## config.mk

```make
export PLATFORM = sky130hd
export DESIGN_NAME = gmii_tx_framer_flat
export DESIGN_NICKNAME = d
export VERILOG_FILES = /design/src/rtl/gmii_tx_framer_pkg.sv /design/src/rtl/gmii_tx_framer_if.sv /design/src/rtl/gmii_tx_framer.sv /design/src/flat_wrapper.sv
export SDC_FILE = /design/constraint.sdc
export NUM_CORES = 1
export LEC_CHECK = 0
export BUFFER_PORTS_ARGS = -buffer_cell sky130_fd_sc_hd__buf_2
export CAP_MARGIN = 20
export CORE_MARGIN = 5
export CORE_UTILIZATION = 40
export CTS_CLUSTER_SIZE = 40
export DETAILED_ROUTE_END_ITERATION = 10
export GPL_TIMING_DRIVEN = 0
export PLACE_DENSITY = 0.69
export SYNTH_ARGS = -nofsm -noshare
export SYNTH_HDL_FRONTEND = slang
export SYNTH_SLANG_ARGS = --single-unit
```

## constraint.sdc

```tcl
create_clock -name clk -period 2.1 [get_ports clk]
set_clock_uncertainty 0.05 [all_clocks]
set_input_delay 0.21 -clock clk [delete_from_list [all_inputs] [get_ports clk]]
set_output_delay 0.21 -clock clk [all_outputs]
set_load 0.1 [all_outputs]
```

## src/rtl/gmii_tx_framer_pkg.sv

```systemverilog
`default_nettype none
// ============================================================================
//  Module      : gmii_tx_framer_pkg
//  Description : Shared definitions for the GMII transmit framer: PCC byte
//                codes carried alongside the output-FIFO byte stream, GMII
//                framing constants and the saturating byte-count helper.
//  Revision    : 1.0  initial release
// ============================================================================
package gmii_tx_framer_pkg;

    // PCC codes tagging each byte leaving the port output FIFO
    typedef logic [1:0] pcc_code_t;

    localparam pcc_code_t PCC_DATA   = 2'b00;
    localparam pcc_code_t PCC_SOP    = 2'b01;
    localparam pcc_code_t PCC_EOP    = 2'b10;
    localparam pcc_code_t PCC_BADEOP = 2'b11;

    // GMII framing
    localparam logic [7:0] GMII_PREAMBLE = 8'h55;
    localparam logic [7:0] GMII_SFD      = 8'hD5;

    // Minimum number of data bytes in a padded frame
    localparam int MIN_FRAME = 60;

    // Data-byte counter width; the counter sticks at its maximum value
    localparam int BYTE_CNT_W = 11;

    function automatic logic [BYTE_CNT_W-1:0] byte_cnt_inc(
        input logic [BYTE_CNT_W-1:0] cnt
    );
        if (&cnt) begin
            return cnt;
        end
        return cnt + BYTE_CNT_W'(1);
    endfunction

endpackage : gmii_tx_framer_pkg
`default_nettype wire

```

## src/rtl/gmii_tx_framer_if.sv

```systemverilog
`default_nettype none
// ============================================================================
//  Module      : gmii_tx_framer_if
//  Description : srdy/drdy byte stream from the port output FIFO into the
//                GMII transmit framer.
//                  txf_srdy  byte valid (FIFO side)
//                  txf_drdy  byte accepted this cycle (framer side)
//                  txf_data  byte value
//                  txf_code  PCC code: DATA / SOP / EOP / BADEOP
//                A byte moves when txf_srdy & txf_drdy on a rising clk edge.
//  Revision    : 1.0  initial release
// ============================================================================
interface gmii_tx_framer_if;
    import gmii_tx_framer_pkg::*;

    logic       txf_srdy;
    logic       txf_drdy;
    logic [7:0] txf_data;
    pcc_code_t  txf_code;

    // FIFO side
    modport master (
        output txf_srdy,
        output txf_data,
        output txf_code,
        input  txf_drdy
    );

    // Framer side
    modport slave (
        input  txf_srdy,
        input  txf_data,
        input  txf_code,
        output txf_drdy
    );

endinterface : gmii_tx_framer_if
`default_nettype wire

```

## src/rtl/gmii_tx_framer.sv

```systemverilog
`default_nettype none
// ============================================================================
//  Module      : gmii_tx_framer
//  Description : Egress stage of a bridge port. Takes the PCC-coded byte stream
//                leaving the port output FIFO and drives GMII TX: inserts
//                preamble + SFD, enforces the inter-frame gap, flags underrun,
//                bad EOP and protocol errors.
//  Parameters  : IFG_CYCLES  idle cycles between frames (>=1)
//                PRE_BYTES   0x55 bytes ahead of the SFD (>=1)
//  Macro       : GMII_TX_PAD_EN - when defined, clean frames shorter than
//                MIN_FRAME data bytes are padded with 0x00.
//  Ports       : clk           system clock, rising edge
//                reset         asynchronous active-low reset
//                txf           byte stream in (slave modport)
//                gmii_tx_en    GMII transmit enable     (registered)
//                gmii_txd      GMII transmit data       (registered)
//                gmii_tx_er    GMII transmit error      (registered)
//                tx_done       frame completed cleanly  (1-cycle pulse)
//                tx_underrun   source starved mid-frame (1-cycle pulse)
//                tx_proto_err  out-of-place SOP/non-SOP (1-cycle pulse)
//  Revision    : 1.0  initial release
// ============================================================================
module gmii_tx_framer
    import gmii_tx_framer_pkg::*;
#(
    parameter int IFG_CYCLES = 12,
    parameter int PRE_BYTES  = 7
) (
    input  wire logic            clk,
    input  wire logic            reset,
    gmii_tx_framer_if.slave      txf,
    output logic                 gmii_tx_en,
    output logic [7:0]           gmii_txd,
    output logic                 gmii_tx_er,
    output logic                 tx_done,
    output logic                 tx_underrun,
    output logic                 tx_proto_err
);

    localparam int c_PRE_W = $clog2(PRE_BYTES + 1);
    localparam int c_IFG_W = $clog2(IFG_CYCLES + 1);

    localparam logic [c_PRE_W-1:0] c_PRE_LAST = c_PRE_W'(PRE_BYTES);
    localparam logic [c_IFG_W-1:0] c_IFG_LAST = c_IFG_W'(IFG_CYCLES - 1);
`ifdef GMII_TX_PAD_EN
    localparam logic [BYTE_CNT_W-1:0] c_MIN_FRAME = BYTE_CNT_W'(MIN_FRAME);
`endif

    typedef enum logic [2:0] {
        ST_IDLE  = 3'd0,
        ST_PRE   = 3'd1,
        ST_SFD   = 3'd2,
        ST_DATA  = 3'd3,
`ifdef GMII_TX_PAD_EN
        ST_PAD   = 3'd6,
`endif
        ST_DRAIN = 3'd4,
        ST_IFG   = 3'd5
    } state_t;

    state_t                  r_state;
    logic [c_PRE_W-1:0]      r_pre_cnt;
    logic [c_IFG_W-1:0]      r_ifg_cnt;
    logic [BYTE_CNT_W-1:0]   r_byte_cnt;
    logic                    r_tx_en;
    logic [7:0]              r_txd;
    logic                    r_tx_er;
    logic                    r_tx_done;
    logic                    r_underrun;
    logic                    r_proto_err;

    logic [BYTE_CNT_W-1:0]   w_byte_cnt_inc;
    logic                    w_drdy;

    assign w_byte_cnt_inc = byte_cnt_inc(r_byte_cnt);

    // drdy depends on state (and, in IDLE, on the head code) but never on srdy.
    // It is high exactly in the cycles whose consumed byte becomes the next
    // registered txd, plus IDLE junk discard and the post-underrun drain.
    always_comb begin
        w_drdy = 1'b0;
        if (reset) begin
            case (r_state)
                ST_IDLE:                     w_drdy = (txf.txf_code != PCC_SOP);
                ST_SFD, ST_DATA, ST_DRAIN:   w_drdy = 1'b1;
                default:                     w_drdy = 1'b0;
            endcase
        end
    end

    assign txf.txf_drdy = w_drdy;

    always_ff @(posedge clk or negedge reset) begin
        if (!reset) begin
            r_state     <= ST_IDLE;
            r_pre_cnt   <= '0;
            r_ifg_cnt   <= '0;
            r_byte_cnt  <= '0;
            r_tx_en     <= 1'b0;
            r_txd       <= 8'h00;
            r_tx_er     <= 1'b0;
            r_tx_done   <= 1'b0;
            r_underrun  <= 1'b0;
            r_proto_err <= 1'b0;
        end else begin
            // Idle line and pulses low unless a state below drives them
            r_tx_en     <= 1'b0;
            r_txd       <= 8'h00;
            r_tx_er     <= 1'b0;
            r_tx_done   <= 1'b0;
            r_underrun  <= 1'b0;
            r_proto_err <= 1'b0;

            case (r_state)
                ST_IDLE: begin
                    // SOP is left in the FIFO; it is consumed in the SFD cycle
                    if (txf.txf_srdy) begin
                        if (txf.txf_code == PCC_SOP) begin
                            r_state   <= ST_PRE;
                            r_pre_cnt <= c_PRE_W'(1);
                            r_tx_en   <= 1'b1;
                            r_txd     <= GMII_PREAMBLE;
                        end else begin
                            r_proto_err <= 1'b1;
                        end
                    end
                end

                ST_PRE: begin
                    r_tx_en <= 1'b1;
                    if (r_pre_cnt == c_PRE_LAST) begin
                        r_txd   <= GMII_SFD;
                        r_state <= ST_SFD;
                    end else begin
                        r_txd     <= GMII_PREAMBLE;
                        r_pre_cnt <= r_pre_cnt + c_PRE_W'(1);
                    end
                end

                // SFD is on the wire: the byte taken now is the first data byte
                ST_SFD, ST_DATA: begin
                    r_tx_en <= 1'b1;
                    if (txf.txf_srdy) begin
                        r_txd <= txf.txf_data;
                        if (txf.txf_code == PCC_SOP) begin
                            r_byte_cnt  <= BYTE_CNT_W'(1);
                            r_proto_err <= (r_state == ST_DATA);
                        end else begin
                            r_byte_cnt  <= w_byte_cnt_inc;
                        end
                        case (txf.txf_code)
                            PCC_EOP: begin
`ifdef GMII_TX_PAD_EN
                                if (w_byte_cnt_inc < c_MIN_FRAME) begin
                                    r_state <= ST_PAD;
                                end else begin
                                    r_tx_done <= 1'b1;
                                    r_state   <= ST_IFG;
                                end
`else
                                r_tx_done <= 1'b1;
                                r_state   <= ST_IFG;
`endif
                            end
                            PCC_BADEOP: begin
                                r_tx_er <= 1'b1;
                                r_state <= ST_IFG;
                            end
                            default: begin
                                r_state <= ST_DATA;
                            end
                        endcase
                    end else begin
                        // Source starved: one error byte, then drop the rest
                        r_txd      <= 8'h00;
                        r_tx_er    <= 1'b1;
                        r_underrun <= 1'b1;
                        r_state    <= ST_DRAIN;
                    end
                end

`ifdef GMII_TX_PAD_EN
                ST_PAD: begin
                    r_tx_en    <= 1'b1;
                    r_byte_cnt <= w_byte_cnt_inc;
                    if (w_byte_cnt_inc >= c_MIN_FRAME) begin
                        r_tx_done <= 1'b1;
                        r_state   <= ST_IFG;
                    end
                end
`endif

                ST_DRAIN: begin
                    if (txf.txf_srdy &&
                        ((txf.txf_code == PCC_EOP) || (txf.txf_code == PCC_BADEOP))) begin
                        r_state <= ST_IFG;
                    end
                end

                // Entered during the last tx_en=1 cycle; IDLE is reached so that
                // the first preamble byte lands IFG_CYCLES idle cycles later.
                ST_IFG: begin
                    if (r_ifg_cnt == c_IFG_LAST) begin
                        r_ifg_cnt <= '0;
                        r_state   <= ST_IDLE;
                    end else begin
                        r_ifg_cnt <= r_ifg_cnt + c_IFG_W'(1);
                    end
                end

                default: begin
                    r_state <= ST_IDLE;
                end
            endcase
        end
    end

    assign gmii_tx_en   = r_tx_en;
    assign gmii_txd     = r_txd;
    assign gmii_tx_er   = r_tx_er;
    assign tx_done      = r_tx_done;
    assign tx_underrun  = r_underrun;
    assign tx_proto_err = r_proto_err;

endmodule : gmii_tx_framer
`default_nettype wire

```

## src/flat_wrapper.sv

```systemverilog
// flat-port wrapper written by rule: the top's interface ports become plain ports
module gmii_tx_framer_flat import gmii_tx_framer_pkg::*;
#(
    parameter int IFG_CYCLES = 12,
    parameter int PRE_BYTES  = 7
)
  (clk, reset, gmii_tx_en, gmii_txd, gmii_tx_er, tx_done, tx_underrun, tx_proto_err, txf_txf_srdy, txf_txf_data, txf_txf_code, txf_txf_drdy);
  gmii_tx_framer_if txf_i ();
  input  wire logic clk;
  input  wire logic reset;
  output logic gmii_tx_en;
  output logic [7:0] gmii_txd;
  output logic gmii_tx_er;
  output logic tx_done;
  output logic tx_underrun;
  output logic tx_proto_err;
  input wire logic [$bits(txf_i.txf_srdy)-1:0] txf_txf_srdy;
  input wire logic [$bits(txf_i.txf_data)-1:0] txf_txf_data;
  input wire logic [$bits(txf_i.txf_code)-1:0] txf_txf_code;
  output wire logic [$bits(txf_i.txf_drdy)-1:0] txf_txf_drdy;
  assign txf_i.txf_srdy = txf_txf_srdy;
  assign txf_i.txf_data = txf_txf_data;
  assign txf_i.txf_code = txf_txf_code;
  assign txf_txf_drdy = txf_i.txf_drdy;
  gmii_tx_framer #(.IFG_CYCLES(IFG_CYCLES), .PRE_BYTES(PRE_BYTES)) u_core (.clk(clk), .reset(reset), .txf(txf_i), .gmii_tx_en(gmii_tx_en), .gmii_txd(gmii_txd), .gmii_tx_er(gmii_tx_er), .tx_done(tx_done), .tx_underrun(tx_underrun), .tx_proto_err(tx_proto_err));
endmodule
```

==> After elaboration in Yosys (flattened, before gate mapping) <==
Index checks and enable logic that the tools add are counted.
{ "word_totals": {"register_bits": 23, "in_bits": 13, "output_inout_bits": 14, "elab_cells": 72} }
{ "classes": {"addsub": 2, "eq_ne": 17, "muxes": 34, "n_reduce_logical": 10} }
{ "ops": {"columns": ["operator", "n"], "rows": [
  ["two-way mux 3 bit", 8],
  ["two-way mux 8 bit", 3],
  ["one-hot mux 8 bit (3 select lines)", 1],
  ["two-way mux 1 bit", 15],
  ["one-hot mux 3 bit (5 select lines)", 1],
  ["inequality test 2 x 1 -> 1 bit (second input constant)", 5],
  ["equality test 3 bit (second input constant)", 3],
  ["two-way mux 7 bit", 1],
  ["equality test 3 x 2 -> 1 bit (second input constant)", 2],
  ["one-hot mux 1 bit (2 select lines)", 3],
  ["one-hot mux 3 bit (2 select lines)", 1],
  ["OR reduction 3 bit", 2],
  ["AND reduction 5 bit", 1],
  ["adder 4 x 1 -> 4 bit (second input constant)", 1],
  ["equality test 2 bit (second input constant)", 2],
  ["equality test 4 bit (second input constant)", 1],
  ["two-way mux 4 bit", 1],
  ["inequality test 2 bit (second input constant)", 2],
  ["AND reduction 4 bit", 1],
  ["OR reduction 2 bit", 2],
  ["adder 3 x 1 -> 3 bit (second input constant)", 1],
  ["equality test 3 x 1 -> 1 bit (second input constant)", 1],
  ["zero test 3 bit", 1],
  ["equality test 2 x 1 -> 1 bit (second input constant)", 1],
  ["other kinds (3)", 3]
]} }

==> Logic depth before layout (Yosys ltp) <==
{ "logic_depth": {"ltp_word": 5, "depth_mapped": 5, "ltp_nobuf": 5} }

==> Worst setup path after synthesis <==
Ideal clock, no wire load.
{ "synth_path": {"path_kind": "register -> output", "startpoint": "register u_core.r_state[2]", "endpoint": "output port txf_txf_drdy", "arrival_time_ns": 1.533, "required_time_ns": 1.840, "slack_ns": 0.307, "stages_incl_launch_ff": 4, "n_path_buf": 1, "path_cell_list": "dfrtp_1 > buf_2 > nor2b_1 > o21a_1"} }
{ "synth_between": {"elab_chain_cells": 4, "word_cells_on_any_way": 7, "classes_between": "3 x eq/ne; 2 x mux; 2 x reduce/logical"} }
{ "synth_rtl": {"columns": ["element", "line_no", "text"], "rows": [
  ["from (decl)", "gmii_tx_framer.sv:61", "state_t r_state;"],
  ["from (signal assigned)", "gmii_tx_framer.sv:95", "r_state <= ST_IDLE;"],
  ["from (signal assigned)", "gmii_tx_framer.sv:119", "r_state <= ST_PRE;"],
  ["from (signal assigned)", "gmii_tx_framer.sv:133", "r_state <= ST_SFD;"],
  ["equality test 3 x 2 -> 1 bit / equality test 3 bit (equally long branches)", "gmii_tx_framer.sv:83", "case (r_state)"],
  ["OR reduction 3 bit", "gmii_tx_framer.sv:83", null],
  ["one-hot mux 1 bit (2 select lines) *", "gmii_tx_framer.sv:83", null],
  ["two-way mux 1 bit *", "gmii_tx_framer.sv:82", "if (reset) begin"],
  ["to (decl)", "flat_wrapper.sv:20", "output wire logic [$bits(txf_i.txf_drdy)-1:0] txf_txf_drdy;"]
]} }
Mark *: on every way between the ends. The rest lies on a longest branch, timed or not.

==> Worst setup path after layout <==
{ "layout_path": {"startpoint": "register u_core.r_state[1]", "endpoint": "output port txf_txf_drdy"} }
Same word-level chain as after synthesis.

==> summary.txt <==
Outcome
  • Status: completed

Floorplan
  • I/O Pins: 27
  • Initial core utilization: 0.421
  • CORE AREA: 0.00250 mm²
  • Chip height: 61.3 µm
  • Row Count: 18
  • Full die area: 0.00376 mm²
  • Die Wd: 61.3 µm

Yosys
  • Post-synth ARST share: 1.00
  • Post-Syn Nets: 113
  • Mean Syn Cell Area: 10.9 µm²
  • Sequential share of the synthesized area: 0.546
  • Synth top area share: 0.546
  • Ranking of synthesized cells by area: dfrtp_1 55%, ha_1 3.6%, a21o_1 2.9%
  • Commonest cells in the netlist: 23 x dfrtp_1, 6 x nor2_1, 5 x nand2_1
  • Synth area leader: dfrtp_1
  • Main flop type after synthesis: dfrtp_1
  • Cell with the most instances after synthesis: dfrtp_1
  • Synth warn: 0
  • EDFF count, synth: 0
  • Synthesized cell area: 0.00105 mm²
  • Netlist cell types: 34
  • Mapped Cells: 97
  • Register bit total from synthesis: 23

Global route
  • Total global routing overflow: 0
  • Initial antenna violation count: 0
  • Largest net degree at the start of global routing: 24
  • Vias in the first global route: 804
  • All-layer global routing usage: 0.124
  • Global-route wire length before repair: 3490 µm

Layout
  • Fillers: 228
  • Design Area, Final: 0.00127 mm²
  • Area of the multi-input gates: 444 µm²
  • Register area: 576 µm²
  • Share of post-route cells with drive strength above 1: 0.305
  • Total Nets Final: 145
  • P&R area growth vs syn: 20.7%
  • Antenna diodes: 0

Timing
  • Fin. max-slew vios: 0
  • Setup violators final: 0
  • Measured slew at the worst slew-check pin: 0.488 ns
  • Fin crit share: 0.941
  • Max frequency: 0.506 GHz
  • Final Hold Fails: 0
  • Rel. slew slack: 0.677
  • Fin crit period: 1.98 ns
  • Setup TNS: 0 ns
  • RSZ-0062 raised after global routing: no

Power
  • PwrDens: 1560 mW/mm²
  • Pleak: 0.668 nW
  • Worst vdd ir: 1.13 mV

Min path
  • Hold Crit Class: in2reg

Run
  • Max-Cap Viols: 0

Clocking
  • CTS buffer count: 3
  • Clock sinks: 23
  • Root Buffer: clkbuf_4
  • H-tree depth: 1
  • Clock transition at path regs: 0.13 ns
  • Post CTS Setup Buffer Count: 0
  • Clk_lat worst skew: 0.31 ns
  • CTS tree: done
  • Max Buffers Root-to-Sink: 2

Route
  • Initial DRT Pass Iterations: 4
  • DRC: 0
  • Total Wirelength: 2160 µm
  • Mean routed wirelength per cell: 13.6 µm
  • DR vias: 857
  • Via-per-instance ratio: 5.42
  • DR iter-0 viols: 15
  • Routed Antenna Nets: 0

Placement
  • Gpl congestion: 0.758
  • DPL Wire Length: 1640 µm
  • Placed instance area: 0.00122 mm²
  • PortBufs: 25

Setup path
  • CP required: 1.84 ns
  • CP max FO: 10
  • Crit Path Category: reg2out
  • Reg2Reg Setup Slack: 0.52 ns
  • Worst EP arrival: 1.72 ns
  • Element type at the critical path end: output port
  • CP Launch Type: register
==> what timing repair did <==
item                                   CTS  global route
endpoints found under the hold margin   23             0
hold buffers                             1             0
gates resized for setup                  0             1
setup endpoints to repair                0             1
==> cell families (layout without fill, tap and decap cells) <==
group,after synthesis,in the layout,share of synthesized area
and+or+nand+nor,37,37,0.204
AOI/OAI and AO/OA,24,24,0.160
DFF,23,23,0.546
buffers and inverters,8,39,0.0321
adders and majority gates,3,3,0.0356
muxes,2,2,0.0214
==> path summary, 6_finish.rpt <==
kind,start,cells after the start,endpoint
hold / removal,txf_txf_data[0],2,u_core.gmii_txd[0]$_DFF_PN0_
setup / recovery,u_core.r_state[1]$_DFFE_PN0P_,4,txf_txf_drdy
setup reg to reg,u_core.r_pre_cnt[0]$_DFFE_PN0P_,5,u_core.r_pre_cnt[2]$_DFFE_PN0P_
max in group asynchronous,reset,3,u_core.r_state[1]$_DFFE_PN0P_
min in group asynchronous,reset,2,u_core.gmii_txd[2]$_DFF_PN0_
hold reg to reg,u_core.r_ifg_cnt[0]$_DFFE_PN0N_,1,u_core.r_ifg_cnt[0]$_DFFE_PN0N_
==> registers in the layout (all words and copies together) (netlist names) <==
signal,count
u_core.tx_proto_err,1
u_core.r_state,3
u_core.gmii_txd,8
u_core.tx_underrun,1
u_core.r_ifg_cnt,4
u_core.gmii_tx_en,1
u_core.tx_done,1
u_core.r_pre_cnt,3
u_core.gmii_tx_er,1
==> area by class of cell <==
class                      count  area share
sequential                    23       0.453
buffer                         4      0.0148
timing repair buffer          27       0.120
clock buffer                   3      0.0177
inverter                       4      0.0118
tap                           30      0.0295
clock inverter                 1     0.00394
multi-input combinational     66       0.349
==> cell usage in the layout (no fill, tap or decap), drive strengths merged <==
| master | count |
|---|---|
| a21o | 4 |
| a21oi | 4 |
| a22o | 2 |
| a2bb2oi | 1 |
| a31o | 3 |
| a31oi | 1 |
| a32oi | 1 |
| and2 | 2 |
| and3 | 3 |
| and3b | 1 |
| and4b | 1 |
| buf | 28 |
| clkbuf | 5 |
| clkinv | 1 |
| dfrtp | 23 |
| dlygate4sd3 | 1 |
| ha | 3 |
| inv | 4 |
| mux2 | 2 |
| nand2 | 5 |
| nand2b | 2 |
| nand3 | 4 |
| nand3b | 1 |
| nand4 | 1 |
| nor2 | 7 |
| nor2b | 3 |
| nor3 | 3 |
| nor3b | 1 |
| nor4b | 2 |
| o21a | 3 |
| o21ai | 4 |
| o311ai | 1 |
| or4 | 1 |
==> worst max-delay path: stages (launching register included) <==
cell      delay [ns]
dfrtp_1         0.39
buf_2           0.22
nor2b_1         0.29
o21a_1          0.18
clkbuf_4        0.32
==> power by group <==
group	internal, W	switching [W]
Sequential	0.000585	0.0000920
Combinational	0.000299	0.000800
Clock	0.0000712	0.000136
==> metrics by stage <==
| step | hold WS (ns) | power (W) | std cells | setup WS [ns] | utilization |
|---|---|---|---|---|---|
| after floorplan | -0.136 | 0.00157 | 97 | 0.307 | - |
| after global placement | 0.160 | 0.00174 | 152 | 0.412 | 0.486 |
| after detailed placement | 0.170 | 0.00178 | 152 | 0.399 | 0.486 |
| after CTS | 0.0410 | 0.00199 | 157 | 0.0434 | 0.502 |
| after global routing | 0.0392 | 0.00210 | 158 | 0.0441 | 0.509 |
| final | 0.0397 | 0.00198 | 158 | 0.125 | 0.509 |
==> layer usage <==
layer	track usage	wire length, µm	vias up
met5	0	0	-
met4	0.0186	10	0
met3	0.0440	116	2
met2	0.205	1080	20
met1	0.160	951	424
li1	-	-	411
Power figures use the tool's default switching activity.
